## src/rtl/osc_meas_sequencer.sv

```systemverilog
// Oscillator measurement sequencer: host-visible GO/STAT/DIV/LIMIT/RESULT registers,
// and an OPB master that drives the oscillator counter through one full measurement.
module osc_meas_sequencer #(
  parameter logic [23:0] TIMEOUT_CYC = 24'd4000000,
  parameter logic [15:0] DEF_DIV     = 16'd1000
) (
  input  logic        OPB_CLK,
  input  logic        OPB_RST,
  input  logic [1:0]  OPB_ADDR,
  input  logic [31:0] OPB_DI,
  output logic [31:0] OPB_DO,
  input  logic        OPB_RE,
  input  logic        OPB_WE,
  output logic [1:0]  CNT_ADDR,
  output logic [31:0] CNT_DO,
  input  logic [31:0] CNT_DI,
  output logic        CNT_RE,
  output logic        CNT_WE,
  output logic        MEAS_DONE
);

  typedef enum logic [2:0] {
    IDLE      = 3'd0,
    WR_DIV    = 3'd1,
    WR_RST    = 3'd2,
    POLL_RST  = 3'd3,
    WR_GO     = 3'd4,
    POLL_BUSY = 3'd5,
    RD_CNT    = 3'd6,
    EVAL      = 3'd7
  } state_t;

  state_t      state_q, state_d;
  logic        kill_q, kill_d;
  logic        killAbort_q, killAbort_d;
  logic [23:0] timer_q, timer_d;
  logic [15:0] div_q, div_d;
  logic [31:0] limit_q, limit_d;
  logic [31:0] result_q, result_d;
  logic        done_q, done_d;
  logic        pass_q, pass_d;
  logic        timeout_q, timeout_d;
  logic        aborted_q, aborted_d;

  logic busy, goCmd, abortCmd, timerLast;
  logic unusedCntHi;

  assign busy        = (state_q != IDLE);
  assign goCmd       = OPB_WE && (OPB_ADDR == 2'd0) && OPB_DI[0];
  assign abortCmd    = OPB_WE && (OPB_ADDR == 2'd0) && OPB_DI[1];
  assign timerLast   = (timer_q == TIMEOUT_CYC - 24'd1);
  assign unusedCntHi = ^CNT_DI[31:16];

  always_ff @(posedge OPB_CLK or posedge OPB_RST) begin
    if (OPB_RST) begin
      state_q     <= IDLE;
      kill_q      <= 1'b0;
      killAbort_q <= 1'b0;
      timer_q     <= '0;
      div_q       <= DEF_DIV;
      limit_q     <= '0;
      result_q    <= '0;
      done_q      <= 1'b0;
      pass_q      <= 1'b0;
      timeout_q   <= 1'b0;
      aborted_q   <= 1'b0;
    end else begin
      state_q     <= state_d;
      kill_q      <= kill_d;
      killAbort_q <= killAbort_d;
      timer_q     <= timer_d;
      div_q       <= div_d;
      limit_q     <= limit_d;
      result_q    <= result_d;
      done_q      <= done_d;
      pass_q      <= pass_d;
      timeout_q   <= timeout_d;
      aborted_q   <= aborted_d;
    end
  end

  // kill_q marks the single error-exit cycle: it overrides the pending state access
  // with a counter reset write and closes the measurement as aborted or timed out.
  always_comb begin
    state_d     = state_q;
    kill_d      = kill_q;
    killAbort_d = killAbort_q;
    timer_d     = timer_q;
    div_d       = div_q;
    limit_d     = limit_q;
    result_d    = result_q;
    done_d      = done_q;
    pass_d      = pass_q;
    timeout_d   = timeout_q;
    aborted_d   = aborted_q;
    CNT_ADDR    = 2'd0;
    CNT_DO      = '0;
    CNT_RE      = 1'b0;
    CNT_WE      = 1'b0;
    MEAS_DONE   = 1'b0;

    if (OPB_WE && !busy && (OPB_ADDR == 2'd1)) div_d = OPB_DI[15:0];
    if (OPB_WE && !busy && (OPB_ADDR == 2'd2)) limit_d = OPB_DI;

    if (kill_q) begin
      CNT_WE    = 1'b1;
      CNT_DO    = 32'h2;
      MEAS_DONE = 1'b1;
      state_d   = IDLE;
      kill_d    = 1'b0;
      done_d    = 1'b1;
      pass_d    = 1'b0;
      if (killAbort_q) aborted_d = 1'b1;
      else             timeout_d = 1'b1;
    end else begin
      case (state_q)
        IDLE: begin
          if (goCmd && !abortCmd) begin
            done_d    = 1'b0;
            pass_d    = 1'b0;
            timeout_d = 1'b0;
            aborted_d = 1'b0;
            timer_d   = '0;
            state_d   = WR_DIV;
          end
        end
        WR_DIV: begin
          CNT_WE   = 1'b1;
          CNT_ADDR = 2'd1;
          CNT_DO   = {16'b0, div_q};
          state_d  = WR_RST;
        end
        WR_RST: begin
          CNT_WE  = 1'b1;
          CNT_DO  = 32'h2;
          timer_d = '0;
          state_d = POLL_RST;
        end
        POLL_RST: begin
          CNT_RE = 1'b1;
          if (!CNT_DI[1]) begin
            state_d = WR_GO;
          end else if (timerLast) begin
            kill_d      = 1'b1;
            killAbort_d = 1'b0;
          end else begin
            timer_d = timer_q + 24'd1;
          end
        end
        WR_GO: begin
          CNT_WE  = 1'b1;
          CNT_DO  = 32'h1;
          timer_d = '0;
          state_d = POLL_BUSY;
        end
        POLL_BUSY: begin
          // The first read after GO can still show idle, so at least two reads are required.
          CNT_RE = 1'b1;
          if ((timer_q != 24'd0) && !CNT_DI[2]) begin
            state_d = RD_CNT;
          end else if (timerLast) begin
            kill_d      = 1'b1;
            killAbort_d = 1'b0;
          end else begin
            timer_d = timer_q + 24'd1;
          end
        end
        RD_CNT: begin
          CNT_RE   = 1'b1;
          CNT_ADDR = 2'd2;
          result_d = {16'b0, CNT_DI[15:0]};
          state_d  = EVAL;
        end
        EVAL: begin
          pass_d    = (result_q[15:0] >= limit_q[15:0]) && (result_q[15:0] <= limit_q[31:16]);
          done_d    = 1'b1;
          MEAS_DONE = 1'b1;
          state_d   = IDLE;
        end
        default: state_d = IDLE;
      endcase

      // EVAL already signals completion this cycle, so an abort there is too late to matter.
      if (abortCmd && busy && (state_q != EVAL)) begin
        kill_d      = 1'b1;
        killAbort_d = 1'b1;
        state_d     = state_q;
      end
    end
  end

  always_comb begin
    OPB_DO = '0;
    if (OPB_RE) begin
      case (OPB_ADDR)
        2'd0:    OPB_DO = {24'b0, state_q, aborted_q, timeout_q, pass_q, done_q, busy};
        2'd1:    OPB_DO = {16'b0, div_q};
        2'd2:    OPB_DO = limit_q;
        default: OPB_DO = result_q;
      endcase
    end
  end

endmodule

```

## config.mk

```make
export PLATFORM = sky130hd
export DESIGN_NAME = osc_meas_sequencer
export DESIGN_NICKNAME = d
export VERILOG_FILES = /design/src/rtl/osc_meas_sequencer.sv
export SDC_FILE = /design/constraint.sdc
export NUM_CORES = 1
export LEC_CHECK = 0
export BUFFER_PORTS_ARGS = -buffer_cell sky130_fd_sc_hd__buf_4
export CAP_MARGIN = 30
export CORE_AREA = 3 3 150 79
export DETAILED_ROUTE_END_ITERATION = 6
export DIE_AREA = 0 0 153 82
export PLACE_DENSITY = 0.8
export RECOVER_POWER = 50
export SETUP_SLACK_MARGIN = 0.05
export SLEW_MARGIN = 20
export SYNTH_ARGS = -nofsm -noshare
export SYNTH_HDL_FRONTEND = slang
export SYNTH_SLANG_ARGS = --single-unit
```

## constraint.sdc

```tcl
create_clock -name OPB_CLK -period 6.63 [get_ports OPB_CLK]
set_input_delay 0.9945 -clock OPB_CLK [delete_from_list [all_inputs] [get_ports OPB_CLK]]
set_output_delay 0.9945 -clock OPB_CLK [all_outputs]
set_load 0.01 [all_outputs]
```

==> results by group <==
Placement
  – Post-DP HPWL: 12100 um
  – I/O Buffers: 106
  – Post-placement cell area: 6700 um2
  – Routability cong.: 0.882

Critical path
  – CP max-delay cell: clkbuf_1
  – WP depth: 4
  – Worst-path maximum fanout: 59
  – Crit path kind: in -> reg
  – Critical path's largest stage delay: 1660 ps
  – CP delay by family, top: buffers and inverters
  – Worst-path cell chain: clkbuf_1 -> and4b_1 -> clkbuf_1 -> o21ai_0
  – Register-to-register setup slack: 2900 ps
  – Worst Reg-to-Reg Cells: 4
  – Worst Path Required: 6710 ps
  – Worst Setup End Kind: register
  – Most frequent CP cell: clkbuf_1
  – Critical path arrival: 4330 ps
  – Worst setup SP type: primary input
  – Buf+Inv Stages, Crit Path: 2

Timing
  – Worst-margin pin slew: 2290 ps
  – Final setup TNS: 0 ps
  – RSZ-0062 raised after global routing: false
  – Final setup violation count: 0
  – Min Tclk post-route: 4250 ps
  – Final hold violation count: 0
  – Max Clk Rate: 235 MHz
  – Rel. slew slack: -0.524
  – Final slew viol count: 91
  – Crit share post-route: 0.642
  – Final Skew: 7.34 ps

Power and ir drop
  – Net Switching: 1.16 mW
  – Clock share of power: 0.186
  – Comb pwr share: 0.440
  – Power density over the cells: 409 nW/um2
  – Pint: 1.70 mW
  – Seq pwr share: 0.374
  – Switching Fraction: 0.405
  – Peak VDD IR: 0.176 mV
  – Pleak: 3.20 nW

Cells and area
  – Filler instances: 881
  – Layout area overhead: 19.6%
  – ANT cells: 0
  – Finished layout cell area: 7000 um2
  – Ratio of cells with drive above 1 in the final layout: 0.250
  – Nets: 820

Synth
  – Post-synth EDFFs: 0
  – Syn. warnings: 0
  – FF+latch count, synth: 97
  – Most frequent cell after synthesis: dfrtp_1
  – Area leader, netlist: dfrtp_1
  – Async SR Flop Fraction: 1.00
  – Synth top area share: 0.389
  – Most used flip-flop cell after synthesis: dfrtp_1
  – Number of distinct library cells after synthesis: 58
  – Mapped Area: 5850 um2
  – Most frequent cells after synthesis: 91 x dfrtp_1, 65 x nand2_1, 59 x o21ai_0, 44 x inv_1, 38 x and2_1
  – Post-Syn Instances: 623
  – Sequential area share after synthesis: 0.416
  – Synth top area cells: dfrtp_1 39%, ha_1 7.3%, mux2_2 6.3%
  – Syn_area_per_cell: 9.40 um2

Worst hold path
  – Hold/Removal Path Class: reg -> reg
  – Hold Crit Depth: 1

Detailed routing
  – Via count: 5072
  – Final Routed Wirelength: 16200 um
  – Drt pass-1 iters: 5
  – DRC: 0
  – Drt via density: 5.86
  – WL/cell: 18.8 um
  – Antenna Violating Nets Remaining: 0
  – DR iter-0 viols: 497

Floorplanning
  – Effective utilization at floorplan: 0.543
  – Core Area: 10800 um2
  – Die X: 153 um
  – IO Pins: 139
  – Die area: 12500 um2
  – Die H: 82 um
  – Row cnt: 27

Clocking
  – Clock buffer count from CTS: 9
  – Hold_buf cts: 0
  – Clock sinks: 97
  – CTS Root Cell: clkbuf_16
  – CTS tree: done
  – H-tree levels: 3
  – Post-CTS Resized: 0
  – CTS max path bufs: 2
  – Clock slew at reported path FFs: 70 ps
  – Clock latency on the worst-skew pair: 350 ps
  – # Post-CTS Setup Buffers: 0

Run status
  – Outcome: finished, violations left
  – Failing checks: capacitance limit, slew limit

Global routing
  – Total GRT Usage: 0.262
  – Initial antenna violation count: 0
  – Number of global-route vias before repair: 5000
  – Largest net degree at the start of global routing: 77
  – First-pass GRT wire length: 25900 um
  – GR Overflow Total: 0

Flow run
  – Max Cap Viol: 2
## worst register-to-register path, stage by stage, from the launching register on
cell,delay (ps)
dfrtp_1,660
nor3_1,390
and4b_1,330
clkbuf_1,1660
o21ai_0,430
## power by group through the flow
stage	combinational (mW)	sequential, mW	clock (mW)
detailed placement	1.24	1.07	0
CTS	1.25	1.06	0.540
floorplan	0.890	0.938	0
finish	1.26	1.07	0.534
global placement	1.16	1.04	0
global route	1.41	1.09	0.566
## worst paths after layout
path	from	endpoint
worst max-delay path	OPB_ADDR[1]	limit_q[10]
worst min-delay path	killAbort_q	timeout_q
worst max register to register	state_q[0]	limit_q[10]
worst min register to register	killAbort_q	timeout_q
max in group asynchronous	OPB_RST	timer_q[5]
min in group asynchronous	OPB_RST	limit_q[16]
## per-layer routing
layer | wire length [um] | track usage | vias up
li1 | - | - | 2351
met1 | 7480 | 0.382 | 2455
met2 | 7060 | 0.397 | 246
met3 | 1480 | 0.0642 | 20
met4 | 218 | 0.0640 | 0
met5 | 0 | 0 | -
## cell usage in the layout, fill, tap and decap left out, types with 4 or more instances in the layout
cell / count
xor2_1: 4
nand3_1: 19
a21o_1: 6
clkbuf_16: 9
buf_4: 106
nor3_1: 10
a21oi_1: 35
a22oi_1: 8
and2_1: 38
nor2_1: 19
nand2b_1: 4
mux4_2: 8
or3_1: 14
dfstp_2: 6
or4_1: 5
o31ai_1: 6
nand4_1: 10
nor2b_1: 12
or2_2: 4
dfrtp_1: 91
clkbuf_1: 4
nor4_1: 9
inv_1: 43
ha_1: 34
conb_1: 16
nand2_1: 65
and3_1: 4
mux2_2: 33
o21ai_0: 59
## through the flow
step / utilization / std cells / total power [mW] / setup WS, ps / hold slack [ps]
4_1_cts: 0.650 / 865 / 2.85 / 3130 / 498
5_1_grt: 0.649 / 866 / 3.07 / 2090 / 541
2_1_floorplan: - / 638 / 1.83 / 3110 / 442
3_3_place_gp: 0.622 / 849 / 2.21 / 3190 / 465
6_report: 0.649 / 866 / 2.87 / 2380 / 499
3_5_place_dp: 0.622 / 849 / 2.30 / 3130 / 487
## state kept, by name (all words and copies together) (netlist names), 3 cells and up
signal and flops:
result_q 16, limit_q 32, div_q 16, timer_q 24, state_q 3
## area by class of cell
class / count / area, um2 / share of cell area
multi-input combinational: 452 / 3070 / 0.438
timing repair buffer: 112 / 846 / 0.121
clock inverter: 7 / 78.8 / 0.0113
sequential: 97 / 2430 / 0.348
inverter: 44 / 166 / 0.0238
clock buffer: 9 / 225 / 0.0322
tap: 145 / 181 / 0.0259
## cells by family (layout without fill, tap and decap cells)
kind of cell,after synthesis,in the layout,synth area share
AND/OR/NAND/NOR,224,224,0.205
AO/OA/AOI/OAI,131,131,0.135
flip-flops,97,97,0.416
buffers and inverters,89,172,0.0680
multiplexers,42,42,0.0960
adder cells (fa/ha/maj),34,34,0.0727
XOR/XNOR,5,5,0.00748
other,1,16,0.000641
No activity file was read; power rests on OpenSTA's default activity.
